<file path="config.mk">
export PLATFORM = sky130hd
export DESIGN_NAME = agc_decode_seq_flat
export DESIGN_NICKNAME = d
export VERILOG_FILES = /design/src/rtl/agc_decode_pkg.sv /design/src/rtl/agc_decode_seq_if.sv /design/src/rtl/agc_op_lookup.sv /design/src/rtl/agc_decode_seq.sv /design/src/flat_wrapper.sv
export SDC_FILE = /design/constraint.sdc
export NUM_CORES = 1
export LEC_CHECK = 0
export ABC_AREA = 1
export ABC_CLOCK_PERIOD_IN_PS = 4800
export CORE_ASPECT_RATIO = 1.2
export CORE_UTILIZATION = 53
export CTS_BUF_LIST = sky130_fd_sc_hd__clkbuf_4 sky130_fd_sc_hd__clkbuf_8 sky130_fd_sc_hd__clkbuf_16
export CTS_CLUSTER_SIZE = 25
export DETAILED_ROUTE_END_ITERATION = 8
export PLACE_DENSITY = 0.93
export SLEW_MARGIN = 10
export SYNTH_ARGS = -nofsm -noshare
export SYNTH_HDL_FRONTEND = slang
export SYNTH_SLANG_ARGS = --single-unit
</file>
<file path="constraint.sdc">
create_clock -name clock -period 4.8 [get_ports clock]
set_clock_uncertainty 0.2 [all_clocks]
set_input_delay 0.72 -clock clock [delete_from_list [all_inputs] [get_ports clock]]
set_output_delay 0.72 -clock clock [all_outputs]
set_load 0.05 [all_outputs]
</file>
<file path="src/rtl/agc_decode_pkg.sv">
// Shared types for the AGC instruction decode sequencer.
// Op codes, address regions and default memory-map boundaries.
package agc_decode_pkg;

    localparam int REG_TOP_D  = 13;
    localparam int ROM_BASE_D = 'o2000;

    typedef enum logic [5:0] {
        OP_NOP, OP_TC, OP_RETURN, OP_EXTEND, OP_TCF,
        OP_DAS, OP_LXCH, OP_INCR, OP_ADS, OP_CA,
        OP_COM, OP_CS, OP_INDEX, OP_DXCH, OP_TS,
        OP_XCH, OP_AD, OP_MASK, OP_READ, OP_WRITE,
        OP_RAND, OP_WAND, OP_ROR, OP_WOR, OP_RXOR,
        OP_BZF, OP_DV, OP_QXCH, OP_AUG, OP_DIM,
        OP_DCA, OP_DCS, OP_SU, OP_BZMF, OP_MP
    } op_e;

    typedef enum logic [1:0] {
        RGN_REG, RGN_RAM, RGN_ROM
    } region_e;

    typedef enum logic {
        S_NORMAL, S_IDX_WAIT
    } state_e;

endpackage

</file>
<file path="src/rtl/agc_decode_seq_if.sv">
// Fetch, INDEX operand and decode-to-execute signals.
// master drives the sequencer inputs, slave is the sequencer.
interface agc_decode_seq_if
    import agc_decode_pkg::*;
#(
    parameter int WORD_W = 15,
    parameter int ADDR_W = 12
);
    logic              in_valid;
    logic              in_ready;
    logic [WORD_W-1:0] in_instr;
    logic              idx_req;
    logic [ADDR_W-1:0] idx_addr;
    logic              idx_valid;
    logic [WORD_W-1:0] idx_data;
    logic              out_valid;
    logic              out_ready;
    logic [WORD_W-1:0] out_instr;
    op_e               out_op;
    logic              out_extra;
    region_e           out_region;
    logic              out_illegal;
    logic              flush;

    modport master (
        output in_valid, in_instr, idx_valid, idx_data,
        output out_ready, flush,
        input  in_ready, idx_req, idx_addr, out_valid,
        input  out_instr, out_op, out_extra, out_region,
        input  out_illegal
    );

    modport slave (
        input  in_valid, in_instr, idx_valid, idx_data,
        input  out_ready, flush,
        output in_ready, idx_req, idx_addr, out_valid,
        output out_instr, out_op, out_extra, out_region,
        output out_illegal
    );
endinterface

</file>
<file path="src/rtl/agc_op_lookup.sv">
// Combinational opcode table: effective word plus extracode
// flag in, decoded op, illegal flag and address region out.
module agc_op_lookup
    import agc_decode_pkg::*;
#(
    parameter int WORD_W   = 15,
    parameter int ADDR_W   = 12,
    parameter int REG_TOP  = REG_TOP_D,
    parameter int ROM_BASE = ROM_BASE_D
) (
    input  logic [WORD_W-1:0] eff,
    input  logic              ext,
    output op_e               op,
    output logic              illegal,
    output region_e           region
);
    localparam logic [ADDR_W-1:0] REG_A = ADDR_W'(REG_TOP);
    localparam logic [ADDR_W-1:0] ROM_A = ADDR_W'(ROM_BASE);

    logic [2:0]        opc;
    logic [ADDR_W-1:0] addr;
    logic [1:0]        q;
    logic [2:0]        sel;
    logic              rom;

    assign opc  = eff[WORD_W-1 -: 3];
    assign addr = eff[ADDR_W-1:0];
    assign q    = addr[ADDR_W-1 -: 2];
    assign sel  = addr[ADDR_W-1 -: 3];
    assign rom  = (addr >= ROM_A);

    always_comb begin
        region = RGN_ROM;
        unique case (1'b1)
            (addr < REG_A):           region = RGN_REG;
            (addr >= REG_A) && !rom:  region = RGN_RAM;
            default:                  region = RGN_ROM;
        endcase
    end

    always_comb begin
        op      = OP_NOP;
        illegal = 1'b0;
        if (!ext) begin
            unique case (opc)
                3'd0: begin
                    unique case (eff[2:0])
                        3'd2:    op = OP_RETURN;
                        3'd6:    op = OP_EXTEND;
                        default: op = OP_TC;
                    endcase
                end
                3'd1: op = OP_TCF;
                3'd2: begin
                    unique case (q)
                        2'd0: op = OP_DAS;
                        2'd1: op = OP_LXCH;
                        2'd2: op = OP_INCR;
                        2'd3: op = OP_ADS;
                    endcase
                end
                3'd3: op = OP_CA;
                3'd4: op = (addr == '0) ? OP_COM : OP_CS;
                3'd5: begin
                    unique case (q)
                        2'd0: op = OP_INDEX;
                        2'd1: op = OP_DXCH;
                        2'd2: op = OP_TS;
                        2'd3: op = OP_XCH;
                    endcase
                end
                3'd6: op = OP_AD;
                3'd7: op = OP_MASK;
            endcase
        end else begin
            unique case (opc)
                3'd0: begin
                    unique case (sel)
                        3'd0: op = OP_READ;
                        3'd1: op = OP_WRITE;
                        3'd2: op = OP_RAND;
                        3'd3: op = OP_WAND;
                        3'd4: op = OP_ROR;
                        3'd5: op = OP_WOR;
                        3'd6: op = OP_RXOR;
                        3'd7: illegal = 1'b1;
                    endcase
                end
                3'd1: op = rom ? OP_BZF : OP_DV;
                3'd2: begin
                    unique case (q)
                        2'd0: illegal = 1'b1;
                        2'd1: op = OP_QXCH;
                        2'd2: op = OP_AUG;
                        2'd3: op = OP_DIM;
                    endcase
                end
                3'd3: op = OP_DCA;
                3'd4: op = OP_DCS;
                3'd5: op = OP_INDEX;
                3'd6: op = rom ? OP_BZMF : OP_SU;
                3'd7: op = OP_MP;
            endcase
        end
    end
endmodule

</file>
<file path="src/rtl/agc_decode_seq.sv">
// AGC decode sequencer: folds EXTEND and INDEX prefixes into
// the following word and hands decoded ops to execute.
module agc_decode_seq
    import agc_decode_pkg::*;
#(
    parameter int WORD_W   = 15,
    parameter int ADDR_W   = 12,
    parameter int REG_TOP  = REG_TOP_D,
    parameter int ROM_BASE = ROM_BASE_D
) (
    input logic             clock,
    input logic             rst_l,
    agc_decode_seq_if.slave bus
);
    state_e            state, state_nx;
    logic              ext, idx_pend, idx_req_q;
    logic [WORD_W-1:0] idx_val, eff;
    op_e               lk_op;
    logic              lk_ill;
    region_e           lk_rgn;
    logic              accept, is_ext, is_idx;

    assign eff    = idx_pend ? bus.in_instr + idx_val
                             : bus.in_instr;
    assign accept = bus.in_valid && bus.in_ready;
    assign is_ext = (lk_op == OP_EXTEND);
    assign is_idx = (lk_op == OP_INDEX);

    agc_op_lookup #(
        .WORD_W  (WORD_W),
        .ADDR_W  (ADDR_W),
        .REG_TOP (REG_TOP),
        .ROM_BASE(ROM_BASE)
    ) u_lookup (
        .eff    (eff),
        .ext    (ext),
        .op     (lk_op),
        .illegal(lk_ill),
        .region (lk_rgn)
    );

    always_ff @(posedge clock or negedge rst_l) begin
        if (!rst_l) state <= S_NORMAL;
        else        state <= state_nx;
    end

    always_comb begin
        state_nx = state;
        if (bus.flush) begin
            state_nx = S_NORMAL;
        end else begin
            unique case (state)
                S_NORMAL:
                    if (accept && is_idx) state_nx = S_IDX_WAIT;
                S_IDX_WAIT:
                    if (bus.idx_valid) state_nx = S_NORMAL;
            endcase
        end
    end

    always_comb begin
        bus.in_ready = !bus.flush && (state == S_NORMAL)
                     && (!bus.out_valid || bus.out_ready);
        bus.idx_req  = idx_req_q && !bus.flush;
    end

    // Prefix state and output register; flush overrides everything.
    always_ff @(posedge clock or negedge rst_l) begin
        if (!rst_l) begin
            ext             <= 1'b0;
            idx_pend        <= 1'b0;
            idx_val         <= '0;
            idx_req_q       <= 1'b0;
            bus.idx_addr    <= '0;
            bus.out_valid   <= 1'b0;
            bus.out_instr   <= '0;
            bus.out_op      <= OP_NOP;
            bus.out_extra   <= 1'b0;
            bus.out_region  <= RGN_REG;
            bus.out_illegal <= 1'b0;
        end else if (bus.flush) begin
            ext           <= 1'b0;
            idx_pend      <= 1'b0;
            idx_req_q     <= 1'b0;
            bus.out_valid <= 1'b0;
        end else begin
            idx_req_q <= 1'b0;
            if (state == S_IDX_WAIT && bus.idx_valid) begin
                idx_val  <= bus.idx_data;
                idx_pend <= 1'b1;
            end
            if (bus.out_valid && bus.out_ready)
                bus.out_valid <= 1'b0;
            if (accept) begin
                if (is_ext) begin
                    ext      <= 1'b1;
                    idx_pend <= 1'b0;
                end else if (is_idx) begin
                    idx_req_q    <= 1'b1;
                    bus.idx_addr <= eff[ADDR_W-1:0];
                    idx_pend     <= 1'b0;
                end else begin
                    bus.out_valid   <= 1'b1;
                    bus.out_instr   <= eff;
                    bus.out_op      <= lk_ill ? OP_NOP : lk_op;
                    bus.out_extra   <= ext;
                    bus.out_region  <= lk_rgn;
                    bus.out_illegal <= lk_ill;
                    ext             <= 1'b0;
                    idx_pend        <= 1'b0;
                end
            end
        end
    end
endmodule

</file>
<file path="src/flat_wrapper.sv">
// flat-port wrapper written by rule: the top's interface ports become plain ports
module agc_decode_seq_flat import agc_decode_pkg::*;
#(
    parameter int WORD_W   = 15,
    parameter int ADDR_W   = 12,
    parameter int REG_TOP  = REG_TOP_D,
    parameter int ROM_BASE = ROM_BASE_D
)
  (clock, rst_l, bus_in_valid, bus_in_instr, bus_idx_valid, bus_idx_data, bus_out_ready, bus_flush, bus_in_ready, bus_idx_req, bus_idx_addr, bus_out_valid, bus_out_instr, bus_out_op, bus_out_extra, bus_out_region, bus_out_illegal);
  agc_decode_seq_if #(.WORD_W(WORD_W), .ADDR_W(ADDR_W)) bus_i ();
  input logic clock;
  input logic rst_l;
  input wire logic [$bits(bus_i.in_valid)-1:0] bus_in_valid;
  input wire logic [$bits(bus_i.in_instr)-1:0] bus_in_instr;
  input wire logic [$bits(bus_i.idx_valid)-1:0] bus_idx_valid;
  input wire logic [$bits(bus_i.idx_data)-1:0] bus_idx_data;
  input wire logic [$bits(bus_i.out_ready)-1:0] bus_out_ready;
  input wire logic [$bits(bus_i.flush)-1:0] bus_flush;
  output wire logic [$bits(bus_i.in_ready)-1:0] bus_in_ready;
  output wire logic [$bits(bus_i.idx_req)-1:0] bus_idx_req;
  output wire logic [$bits(bus_i.idx_addr)-1:0] bus_idx_addr;
  output wire logic [$bits(bus_i.out_valid)-1:0] bus_out_valid;
  output wire logic [$bits(bus_i.out_instr)-1:0] bus_out_instr;
  output wire logic [$bits(bus_i.out_op)-1:0] bus_out_op;
  output wire logic [$bits(bus_i.out_extra)-1:0] bus_out_extra;
  output wire logic [$bits(bus_i.out_region)-1:0] bus_out_region;
  output wire logic [$bits(bus_i.out_illegal)-1:0] bus_out_illegal;
  assign bus_i.in_valid = bus_in_valid;
  assign bus_i.in_instr = bus_in_instr;
  assign bus_i.idx_valid = bus_idx_valid;
  assign bus_i.idx_data = bus_idx_data;
  assign bus_i.out_ready = bus_out_ready;
  assign bus_i.flush = bus_flush;
  assign bus_in_ready = bus_i.in_ready;
  assign bus_idx_req = bus_i.idx_req;
  assign bus_idx_addr = bus_i.idx_addr;
  assign bus_out_valid = bus_i.out_valid;
  assign bus_out_instr = bus_i.out_instr;
  assign bus_out_op = bus_i.out_op;
  assign bus_out_extra = bus_i.out_extra;
  assign bus_out_region = bus_i.out_region;
  assign bus_out_illegal = bus_i.out_illegal;
  agc_decode_seq #(.WORD_W(WORD_W), .ADDR_W(ADDR_W), .REG_TOP(REG_TOP), .ROM_BASE(ROM_BASE)) u_core (.clock(clock), .rst_l(rst_l), .bus(bus_i));
endmodule
</file>
==> out/results.tsv <==
stage	metric	value	unit
clock_network	cts.repair.resized	0	
placement	io_buffers	75	
pwr	ir_drop	0.322	mV
pwr	cellPowerDensity	342	nW/um^2
sta	fin_tns_setup	0	ps
synthesis	post_synth.cell_area_avg	6.93	um^2
detailed_routing	drc	0	
synthesis	synth_area_leaders	dfrtp_1 34%, nand2_1 20%, ha_1 6.4%	
global_routing	grt_max_degree	58	
detailed_routing	antenna_left	0	
detailed_routing	routedWlPerCell	14.3	um
sta	drv_slew	0	
detailed_routing	wl	11000	um
global_routing	grt_remaining_overflow	0	
floorplanning	die_w	82.6	um
synthesis	yosysUniqueCellTypes	36	
worst_hold_path	min_path_type	reg2reg	
floorplanning	ioPinCount	76	
critical_path	critPathLaunchType	primary input	
synthesis	synth.cell_area	4140	um^2
synthesis	yosysMostFrequentCell	nand2_1	
sta	setup_viol	0	
critical_path	max_stage_delay	480	ps
pwr	power	1770	uW
synthesis	syn_nets	655	
sta	hold_violations	0	
detailed_routing	via_count	4234	
clock_network	cts_setup_buffers	0	
placement	dp_hpwl	8450	um
synthesis	synth_edf_count	0	
critical_path	crit_slowest_cell	clkdlybuf4s50_1	
detailed_routing	drt-vias-per-instance	5.51	
clock_network	clockRootBuffer	clkbuf_8	
synthesis	ys_warn_count	0	
synthesis	synth_cells	597	
critical_path	crit_path_end_kind	flip-flop	
critical_path	cp_max_fo	26	
floorplanning	core_area	7400	um^2
cells_and_area	diodes	0	
sta	finalWorstSetupSlack	400	ps
clock_network	clk_pin_slew_worst_paths	70	ps
sta	rsz0062_at_grt	no	
placement	place_congestion	0.926	
global_routing	grt_util_all_layers	0.289	
placement	place_ws	81.4	ps
floorplanning	design.die.area	8160	um^2
global_routing	grt_pass1_vias	4146	
clock_network	cts_tree	done	
synthesis	ys_seq_elements	57	
sta	min_period	4400	ps
cells_and_area	drive_gt1_frac	0.105	
critical_path	cpMostUsedCell	nand2_1	
run	drv_cap	0	
floorplanning	initial_core_util	0.559	
cells_and_area	areaGrowthSynthToFinish	25.0	%
status	status	completed	
clock_network	cts_buffers	9	
sta	finalCritPeriodShare	0.917	
clock_network	cts_max_path_buffers	2	
synthesis	ys_top_cells_by_count	225 x nand2_1, 69 x inv_1, 57 x dfrtp_1, 47 x nor2_1, 42 x nand3_1	
critical_path	path_class	in2reg	
critical_path	crit_required	4890	ps
clock_network	insertion_delay	360	ps
cells_and_area	nets	731	
floorplanning	num_rows	34	
detailed_routing	drt_iter0_markers	221	
detailed_routing	drt-pass1-iter-count	5	
global_routing	grt_antenna_before_repair	0	
clock_network	h-tree-depth	3	
synthesis	yosys.area.top_type	dfrtp_1	
sta	slew_headroom	0.538	
synthesis	synth_top_area_share	0.345	
cells_and_area	utilization	0.698	
synthesis	synthArstFlopShare	1.00	
synthesis	ys.flop_type	dfrtp_1	
clock_network	clock-sinks	57	
sta	tightestPinTransition	693	ps
sta	fmax	227	MHz
floorplanning	die_y	98.8	um
synthesis	yosysSeqAreaShare	0.345	
pwr	leakage	0.00278	uW
clock_network	cts_hold_buf	0	
global_routing	grt_pass1_wl	18100	um
critical_path	arrival	4490	ps
layer usage:
metal / up-vias / share of wire / GRT usage
li1: 2045 / - / -
met1: 1948 / 0.39 / 0.312
met2: 186 / 0.52 / 0.510
met3: 55 / 0.055 / 0.0685
met4: 0 / 0.044 / 0.151
met5: - / 0 / 0
per-stage QoR:
stage / instance area, um^2 / hold WS (ps) / std cells
after detailed placement: 4970 / 258 / 752
after global placement: 4970 / 254 / 752
final: 5170 / 270 / 768
after global routing: 5170 / 302 / 768
after CTS: 5170 / 275 / 768
after floorplan: 4140 / 224 / 597
sequential cells by signal, indices dropped and copies added (netlist names):
signal and cells:
u_core.bus.out_extra 1, u_core.bus.out_op 6, u_core.idx_pend 1, u_core.bus.out_illegal 1, u_core.state 1, u_core.bus.idx_addr 12, u_core.ext 1, u_core.bus.out_valid 1
u_core.bus.out_region 2, u_core.idx_req_q 1, u_core.bus.out_instr 15, u_core.idx_val 15
cell type report:
cell class	instances	area, um^2
Clock inverter	7	77.6
Clock buffer	9	124
Tap cell	90	113
Sequential cell	57	1430
Timing Repair Buffer	83	818
Inverter	72	270
Fill cell	594	2230
Multi-Input combinational cell	450	2340
where the power goes:
| group | internal, uW | switching [uW] | leakage (uW) | total [uW] |
|---|---|---|---|---|
| Clock | 244 | 224 | 0.000100 | 467 |
| Sequential | 554 | 45.0 | 0.000746 | 599 |
| Combinational | 238 | 461 | 0.00194 | 699 |
path summary, 6_finish.rpt:
| check | start | end | slack (ps) | cells past startpoint |
|---|---|---|---|---|
| hold / removal | u_core.bus.out_op[4]$_DFFE_PN0P_ | u_core.bus.out_op[4]$_DFFE_PN0P_ | 270 | 2 |
| min in group asynchronous | rst_l | u_core.bus.out_instr[6]$_DFFE_PN0P_ | 290 | 2 |
| setup reg to reg | u_core.idx_val[0]$_DFFE_PN0P_ | u_core.bus.out_instr[0]$_DFFE_PN0P_ | 900 | 26 |
| setup / recovery | bus_in_instr[0] | u_core.bus.out_instr[0]$_DFFE_PN0P_ | 400 | 27 |
| max in group asynchronous | rst_l | u_core.bus.out_instr[13]$_DFFE_PN0P_ | 3640 | 2 |
| hold reg to reg | u_core.bus.out_op[4]$_DFFE_PN0P_ | u_core.bus.out_op[4]$_DFFE_PN0P_ | 270 | 2 |
cell usage in the layout, fill, tap and decap left out, types with 2 or more instances in the layout:
cell type	Yosys	routed
o21ai_0	7	7
buf_4	0	7
nor2_4	2	2
nor2_2	2	2
nand2_1	225	225
clkbuf_8	0	9
and2_1	2	2
or2_2	9	9
nand3_4	3	3
o21ai_1	8	8
nor3_1	2	2
nand4_1	29	29
a21oi_1	15	15
inv_2	2	2
mux2_2	14	14
xnor2_1	2	2
nor2_1	47	47
dfrtp_1	57	57
nand3_1	42	42
clkdlybuf4s50_1	0	74
inv_6	0	2
nand2_2	8	8
clkinv_4	0	2
ha_1	21	21
inv_1	69	69
nand3b_1	2	2
critical path, delay by kind of cell:
kind	cells	cell delay, ps
adder cells (fa/ha/maj)	3	900
buffers and inverters	4	660
AND/OR/NAND/NOR	20	2200
logic make-up (layout without fill, tap and decap cells):
family	count (synthesis)	after routing	share of synthesized area
fa+ha+maj	22	22	0.0684
mux	14	14	0.0381
flops	57	57	0.345
compound gates	34	34	0.0460
buf+inv	90	171	0.0893
simple gates	377	377	0.407
xor+xnor	3	3	0.00636
Note: power is estimated with default switching activity, not from simulation.
